### src/rtl/mem_arb_pkg.sv
// Shared definitions for mem_arbiter.
// Holds the default line and address widths, the arbiter state encoding and the
// requester identifier used by the optional round-robin last-grant register.
package mem_arb_pkg;

    localparam int unsigned DATA_W_DEF = 256;
    localparam int unsigned ADDR_W_DEF = 32;

    typedef enum logic [1:0] {
        StIdle = 2'd0,
        StGntD = 2'd1,
        StGntI = 2'd2
    } arb_state_e;

    typedef enum logic {
        SrcD = 1'b0,
        SrcI = 1'b1
    } arb_src_e;

endpackage

### src/rtl/mem_arbiter.sv
// Two-requester arbiter sharing one data-memory port between a data cache (D)
// and an instruction cache (I).
//
// Ports:
//   clk_i, rst_i                 clock, asynchronous active-low reset
//   d_enable_i/d_write_i/d_addr_i/d_data_i   data-cache request and write line
//   d_data_o/d_ack_o             data-cache read line and acknowledge
//   i_enable_i/i_write_i/i_addr_i/i_data_i   instruction-cache request and write line
//   i_data_o/i_ack_o             instruction-cache read line and acknowledge
//   mem_enable_o/mem_write_o/mem_addr_o/mem_data_o   shared memory request
//   mem_data_i/mem_ack_i         shared memory response
//
// Configuration macro: ARB_ROUND_ROBIN_EN. When defined, simultaneous requests are
// resolved by a 1-bit last-grant register (the requester not granted last wins).
// When undefined, the data cache has fixed priority.
module mem_arbiter
    import mem_arb_pkg::*;
#(
    parameter int unsigned DATA_W = DATA_W_DEF,
    parameter int unsigned ADDR_W = ADDR_W_DEF
) (
    input  logic              clk_i,
    input  logic              rst_i,
    input  logic              d_enable_i,
    input  logic              d_write_i,
    input  logic [ADDR_W-1:0] d_addr_i,
    input  logic [DATA_W-1:0] d_data_i,
    output logic [DATA_W-1:0] d_data_o,
    output logic              d_ack_o,
    input  logic              i_enable_i,
    input  logic              i_write_i,
    input  logic [ADDR_W-1:0] i_addr_i,
    input  logic [DATA_W-1:0] i_data_i,
    output logic [DATA_W-1:0] i_data_o,
    output logic              i_ack_o,
    output logic              mem_enable_o,
    output logic              mem_write_o,
    output logic [ADDR_W-1:0] mem_addr_o,
    output logic [DATA_W-1:0] mem_data_o,
    input  logic [DATA_W-1:0] mem_data_i,
    input  logic              mem_ack_i
);

    arb_state_e state_q, state_d;
    arb_src_e   winner;

`ifdef ARB_ROUND_ROBIN_EN
    arb_src_e last_q, last_d;
`endif

    // Requester that would be granted if the arbiter were idle this cycle.
    always_comb begin
        winner = SrcD;
        if (!d_enable_i && i_enable_i) begin
            winner = SrcI;
        end
`ifdef ARB_ROUND_ROBIN_EN
        else if (d_enable_i && i_enable_i && (last_q == SrcD)) begin
            winner = SrcI;
        end
`endif
    end

    always_comb begin
        state_d = state_q;
`ifdef ARB_ROUND_ROBIN_EN
        last_d  = last_q;
`endif
        unique case (state_q)
            StIdle: begin
                if (d_enable_i || i_enable_i) begin
                    state_d = (winner == SrcI) ? StGntI : StGntD;
`ifdef ARB_ROUND_ROBIN_EN
                    last_d  = winner;
`endif
                end
            end
            // Grant is held until ack even if the requester drops its enable.
            StGntD, StGntI: begin
                if (mem_ack_i) begin
                    state_d = StIdle;
                end
            end
            default: state_d = StIdle;
        endcase
    end

    always_ff @(posedge clk_i or negedge rst_i) begin
        if (!rst_i) begin
            state_q <= StIdle;
        end else begin
            state_q <= state_d;
        end
    end

`ifdef ARB_ROUND_ROBIN_EN
    // Reset value "I granted last" makes the data cache win the first tie.
    always_ff @(posedge clk_i or negedge rst_i) begin
        if (!rst_i) begin
            last_q <= SrcI;
        end else begin
            last_q <= last_d;
        end
    end
`endif

    // Memory-side request and ack routing follow the granted requester.
    always_comb begin
        mem_enable_o = 1'b0;
        mem_write_o  = 1'b0;
        mem_addr_o   = '0;
        mem_data_o   = '0;
        d_ack_o      = 1'b0;
        i_ack_o      = 1'b0;
        unique case (state_q)
            StGntD: begin
                mem_enable_o = 1'b1;
                mem_write_o  = d_write_i;
                mem_addr_o   = d_addr_i;
                mem_data_o   = d_data_i;
                d_ack_o      = mem_ack_i;
            end
            StGntI: begin
                mem_enable_o = 1'b1;
                mem_write_o  = i_write_i;
                mem_addr_o   = i_addr_i;
                mem_data_o   = i_data_i;
                i_ack_o      = mem_ack_i;
            end
            default: ;
        endcase
    end

    // Read data is broadcast; the ack qualifies it.
    assign d_data_o = mem_data_i;
    assign i_data_o = mem_data_i;

endmodule

### config.mk
export PLATFORM = sky130hd
export DESIGN_NAME = mem_arbiter
export DESIGN_NICKNAME = d
export VERILOG_FILES = /design/src/rtl/mem_arb_pkg.sv /design/src/rtl/mem_arbiter.sv
export SDC_FILE = /design/constraint.sdc
export NUM_CORES = 1
export LEC_CHECK = 0
export BUFFER_PORTS_ARGS = -buffer_cell sky130_fd_sc_hd__buf_4
export CAP_MARGIN = 15
export CORE_AREA = 3 3 636 638
export CTS_BUF_LIST = sky130_fd_sc_hd__clkbuf_16
export CTS_CLUSTER_DIAMETER = 40
export DETAILED_ROUTE_END_ITERATION = 8
export DIE_AREA = 0 0 639 641
export PLACE_DENSITY = 0.3
export SYNTH_ARGS = -nofsm -noshare
export SYNTH_HDL_FRONTEND = slang
export SYNTH_SLANG_ARGS = --single-unit
### constraint.sdc
create_clock -name clk_i -period 1.72 [get_ports clk_i]
set_clock_uncertainty 0.05 [all_clocks]
set_input_delay 0.172 -clock clk_i [delete_from_list [all_inputs] [get_ports clk_i]]
set_output_delay 0.172 -clock clk_i [all_outputs]
set_load 0.03 [all_outputs]
## Word-level counts from Yosys, hierarchy flattened

Index checks and enable logic that the tools add are counted.

- Register bits after elaboration: 2
- Bits of input ports: 839
- Output and inout bits: 804
- Logic and storage cells: 22

- Eq/ne operators: 4
- Multiplexer cells: 11
- Reduce and logical (&&, ||, !) cells: 6

Operators with widths:

| cell | number |
|---|---|
| $pmux 256 s2 | 1 |
| $pmux 32 s2 | 1 |
| $mux 2 | 3 |
| $mux 1 | 4 |
| $pmux 2 s2 | 1 |
| $eq 2x1->1 const B | 1 |
| $eq 2x2->1 const B | 1 |
| $logic_not 2->1 | 1 |
| $ne 2x1->1 const B | 1 |
| $ne 2x2->1 const B | 1 |
| $pmux 1 s2 | 1 |
| $reduce_and 2->1 | 1 |
| $reduce_or 2->1 | 1 |
| $logic_and 1x1->1 | 1 |
| $logic_not 1->1 | 1 |
| $logic_or 1x1->1 | 1 |

## Depth between registers and ports, before layout

- Depth in word-level cells: 6
- Mapped depth: 7
- Mapped depth without buffers: 5

## Worst setup path before layout

No wires, ideal clock.

- Path kind: register -> output
- From: reg state_q[0]
- To: out mem_addr_o[0]
- Data arrival time: 1.900 ns
- Data required time: 1.498 ns
- Path slack: -0.402 ns
- Cell stages (with the launch flop): 7
- Path buffers: 3
- Path through: dfrtp_1 -> inv_1 -> ha_1 -> buf_4 -> buf_4 -> clkbuf_1 -> nor2b_1

- Word-level cells in the longest chain between the ends: 2
- Elaborated cells between the ends (all ways): 3
- Those cells by class: 2 x eq/ne; 1 x mux

Ends and longest elaborated chain:

| element | line | RTL |
|---|---|---|
| from (decl) | mem_arbiter.sv:44 | `arb_state_e state_q, state_d;` |
| from (signal assigned) | mem_arbiter.sv:90 | `state_q <= StIdle;` |
| from (signal assigned) | mem_arbiter.sv:92 | `state_q <= state_d;` |
| $eq 2x2->1 or $eq 2x1->1 (tied branches) | mem_arbiter.sv:115 | `unique case (state_q)` |
| $pmux 32 s2 (*) | mem_arbiter.sv:115 |  |
| to (decl) | mem_arbiter.sv:38 | `output logic [ADDR_W-1:0] mem_addr_o,` |

Every way passes the cells marked *; elsewhere a longest branch is shown, timed or not.

## Worst setup path in the final report

- From: reg state_q[0]
- To: out mem_data_o[89]

- Word-level cells in the longest chain between the ends: 2
- Elaborated cells between the ends (all ways): 3
- Those cells by class: 2 x eq/ne; 1 x mux

Ends and longest elaborated chain:

| element | line | RTL |
|---|---|---|
| $eq 2x2->1 or $eq 2x1->1 (tied branches) | mem_arbiter.sv:115 |  |
| $pmux 256 s2 (*) | mem_arbiter.sv:115 |  |
| to (decl) | mem_arbiter.sv:39 | `output logic [DATA_W-1:0] mem_data_o,` |

Marked as above.

==> metrics.md <==
| Metric | Value |
|---|---|
| Worst-margin pin slew | `0.4581 ns` |
| Wirelength per Cell | `between 40 and 50 um` |
| Cell area after layout | `0.02326 mm^2` |
| First-pass GRT wire length | `~320000 um` |
| Area post-placement | `about 0.020 mm^2` |
| Vias in the first global route | `11856` |
| Die width | `roughly 640 um` |
| Fin nets | `2445` |
| 1st-pass router iterations | `6` |
| Yosys warns | `0` |
| Num rows | `232` |
| Via count | `12359` |
| Post-DR vias/cell | `1.793` |
| RR Startpoint | `state_q[0]` |
| RSZ-0062 raised after global routing | `true` |
| #FFs+latches synth | `2` |
| R2R depth | `7` |
| Total CTS buffers | `3` |
| Total Power | `37.02 mW` |
| CP Launch Type | `flip-flop` |
| R2R Setup Slk | `-0.20 ns` |
| Core area | `0.3991 mm^2` |
| Remaining DRCs | `0` |
| Worst setup EP type | `output pin` |
| Minimum clock period | `2.312 ns` |
| Reg2reg end | `state_q[0]` |
| Worst-path clk slew | `0.03 ns` |
| Port Buf Inserts | `874` |
| Final-report hold violation count | `0` |
| Post-route ant nets | `0` |
| Critical Path Start | `state_q[0]` |
| Max FFs per register | `2` |
| Detailed placement HPWL | `273400 um` |
| Ports | `1643` |
| Regs by FF count | `state_q: 2 flops` |
| Sequential area share after synthesis | `0.005910` |
| PD cells | `1591 mW/mm^2` |
| RePlAce Congestion | `between 0.7 and 0.8` |
| Mean Syn Cell Area | `7.045 um^2` |
| Cell count after synthesis | `between 1000 and 1500` |
| Worst hold path class | `in -> reg` |
| Worst-skew pair later-pin latency | `roughly 0.22 ns` |
| Final worst path period share | `1.344` |
| Clk root buf | `clkbuf_16` |
| GRT overflow | `0` |
| Layout cells sized above 1 | `0.9169` |
| Met3 WL | `just under 70000 um` |
| H-tree levels | `1` |
| Fill count | `46963` |
| WL final | `about 290000 um` |
| Slew Limit Headroom | `0.6946` |
| Synth cell types | `16` |
| Worst EP arrival | `approximately 2.1 ns` |
| Synth-to-layout area growth | `174.7%` |
| Syn nets | `2044` |
| Uppermost layer routed | `met5` |
| Crit path max fanout | `8` |
| Critical path class | `reg -> out` |
| Synth Cell Area | `approximately 0.0085 mm^2` |
| Die area | `0.4096 mm^2` |
| Pin count of the biggest net entering global routing | `73` |
| Run status | `finished with violations` |
| Slew Limit Fails | `0` |
| Met2 routed WL | `127000 um` |
| DR iter-0 viols | `728` |
| Hold Crit Depth | `3` |
| # setup viols final | `293` |
| Static leakage | `7.416 nW` |
| Most common cell after layout, fill and taps aside | `buf_4` |
| Initial antenna violation count | `230` |
| Maximum vdd drop | `0.5697 mV` |
| Clk buf depth | `2` |
| Post-route worst setup slack | `-0.5917 ns` |
| Top reg by flops | `state_q` |
| Most frequent cells in the layout | `buf_4 (686), a22oi_2 (168), nor2b_2 (165)` |
| Achievable Freq | `~430 MHz` |
| Critical Path End | `mem_data_o[89]` |
| Initial Util | `0.02122` |
| Data required, critical path | `1.50 ns` |
| Failing checks | `negative setup slack` |
| # clock sinks | `2` |
| DIE HEIGHT | `~640 um` |
| TritonCTS clock tree | `built` |
| Max-Cap Viols | `0` |
| Met1 Wirelength | `just under 90000 um` |
| All-Layer GR Usage | `0.1348` |
cell type report:
| type | count | area (um^2) | share of cell area |
|---|---|---|---|
| inverters | 3 | 11.26 | 0.0004841 |
| well taps | 5265 | 6588 | 0.2832 |
| multi-input cells | 589 | 6287 | 0.2703 |
| flip-flops and latches | 2 | 50.05 | 0.002152 |
| diodes | 27 | 67.56 | 0.002905 |
| clock buffers | 3 | 75.07 | 0.003227 |
| repair buffers | 1004 | 10180 | 0.4377 |
where the power goes:
part / internal [mW] / switching (mW)
combinational: 15.5 / 21.1
sequential: 0.0669 / 0.0201
clock: 0.296 / 0.0529
cells by family (layout without fill, tap and decap cells):
kind of cell | count (synthesis) | in the layout | share of synthesized area
adder cells (fa/ha/maj) | 3 | 3 | 0.004433
buffers and inverters | 611 | 1010 | 0.5140
AO/OA/AOI/OAI | 293 | 293 | 0.2595
other | 0 | 27 | 0
flip-flops | 2 | 2 | 0.005910
AND/OR/NAND/NOR | 293 | 293 | 0.2162
cell usage after synthesis:
| cell | number | area [um^2] |
|---|---|---|
| ha_1 | 3 | 37.54 |
| buf_4 | 526 | 3949 |
| nand2_1 | 1 | 3.750 |
| o22ai_1 | 1 | 6.260 |
| clkbuf_1 | 19 | 71.32 |
| buf_2 | 62 | 310.3 |
| a22oi_1 | 289 | 2170 |
| nand2b_1 | 1 | 6.260 |
| buf_6 | 1 | 11.26 |
| a21boi_0 | 1 | 7.510 |
| o21ai_0 | 1 | 5.000 |
| nor2b_1 | 289 | 1808 |
| inv_1 | 3 | 11.26 |
| dfrtp_1 | 2 | 50.05 |
| and2_1 | 2 | 12.51 |
| a2bb2oi_1 | 1 | 8.760 |
how the worst min path moves through the flow:
stage	startpoint	endpoint	slack, ns
after detailed placement	rst_i	state_q[1]	-0.06
final	i_enable_i	state_q[1]	0.23
after global placement	rst_i	state_q[0]	-0.06
after global routing	i_enable_i	state_q[1]	0.23
after floorplan	rst_i	state_q[0]	-0.17
after CTS	i_enable_i	state_q[1]	0.21
routing by layer:
layer	vias up	global-route usage
li1	4446	-
met1	5336	0.1182
met2	1931	0.2094
met3	536	0.1465
met4	110	0.02683
met5	-	0.003190
metrics by stage:
stage               TNS (ns)     util  instances  hold WS (ns)  setup slack (ns)
finish               -126.60  0.05828       6893        0.2251           -0.5917
global route         -146.05  0.05819       6879        0.2298           -0.6045
CTS                  -144.94  0.05360       6823        0.2115           -0.6158
detailed placement    -84.91  0.04932       6792      -0.05636           -0.6175
global placement      -87.07  0.04922       6789      -0.05805            -1.226
floorplan             -8.676        -       1202       -0.1736          -0.09537
repair_timing:
item,in CTS,in global routing
pin swaps,43,43
gates resized for setup,262,275
hold buffers,1,0
setup buffers,18,23
setup endpoints to repair,293,294
hold endpoints to repair,2,0
gates cloned,10,23
worst max-delay path, cell delays in order, from the launching register on:
cell and delay [ns]:
dfrtp_1 0.40, buf_4 0.15, ha_4 0.18, buf_16 0.17, buf_16 0.18, a22oi_2 0.34, buf_8 0.20, nor2b_4 0.05
buf_6 0.13
Note: power is estimated with default switching activity, not from simulation.
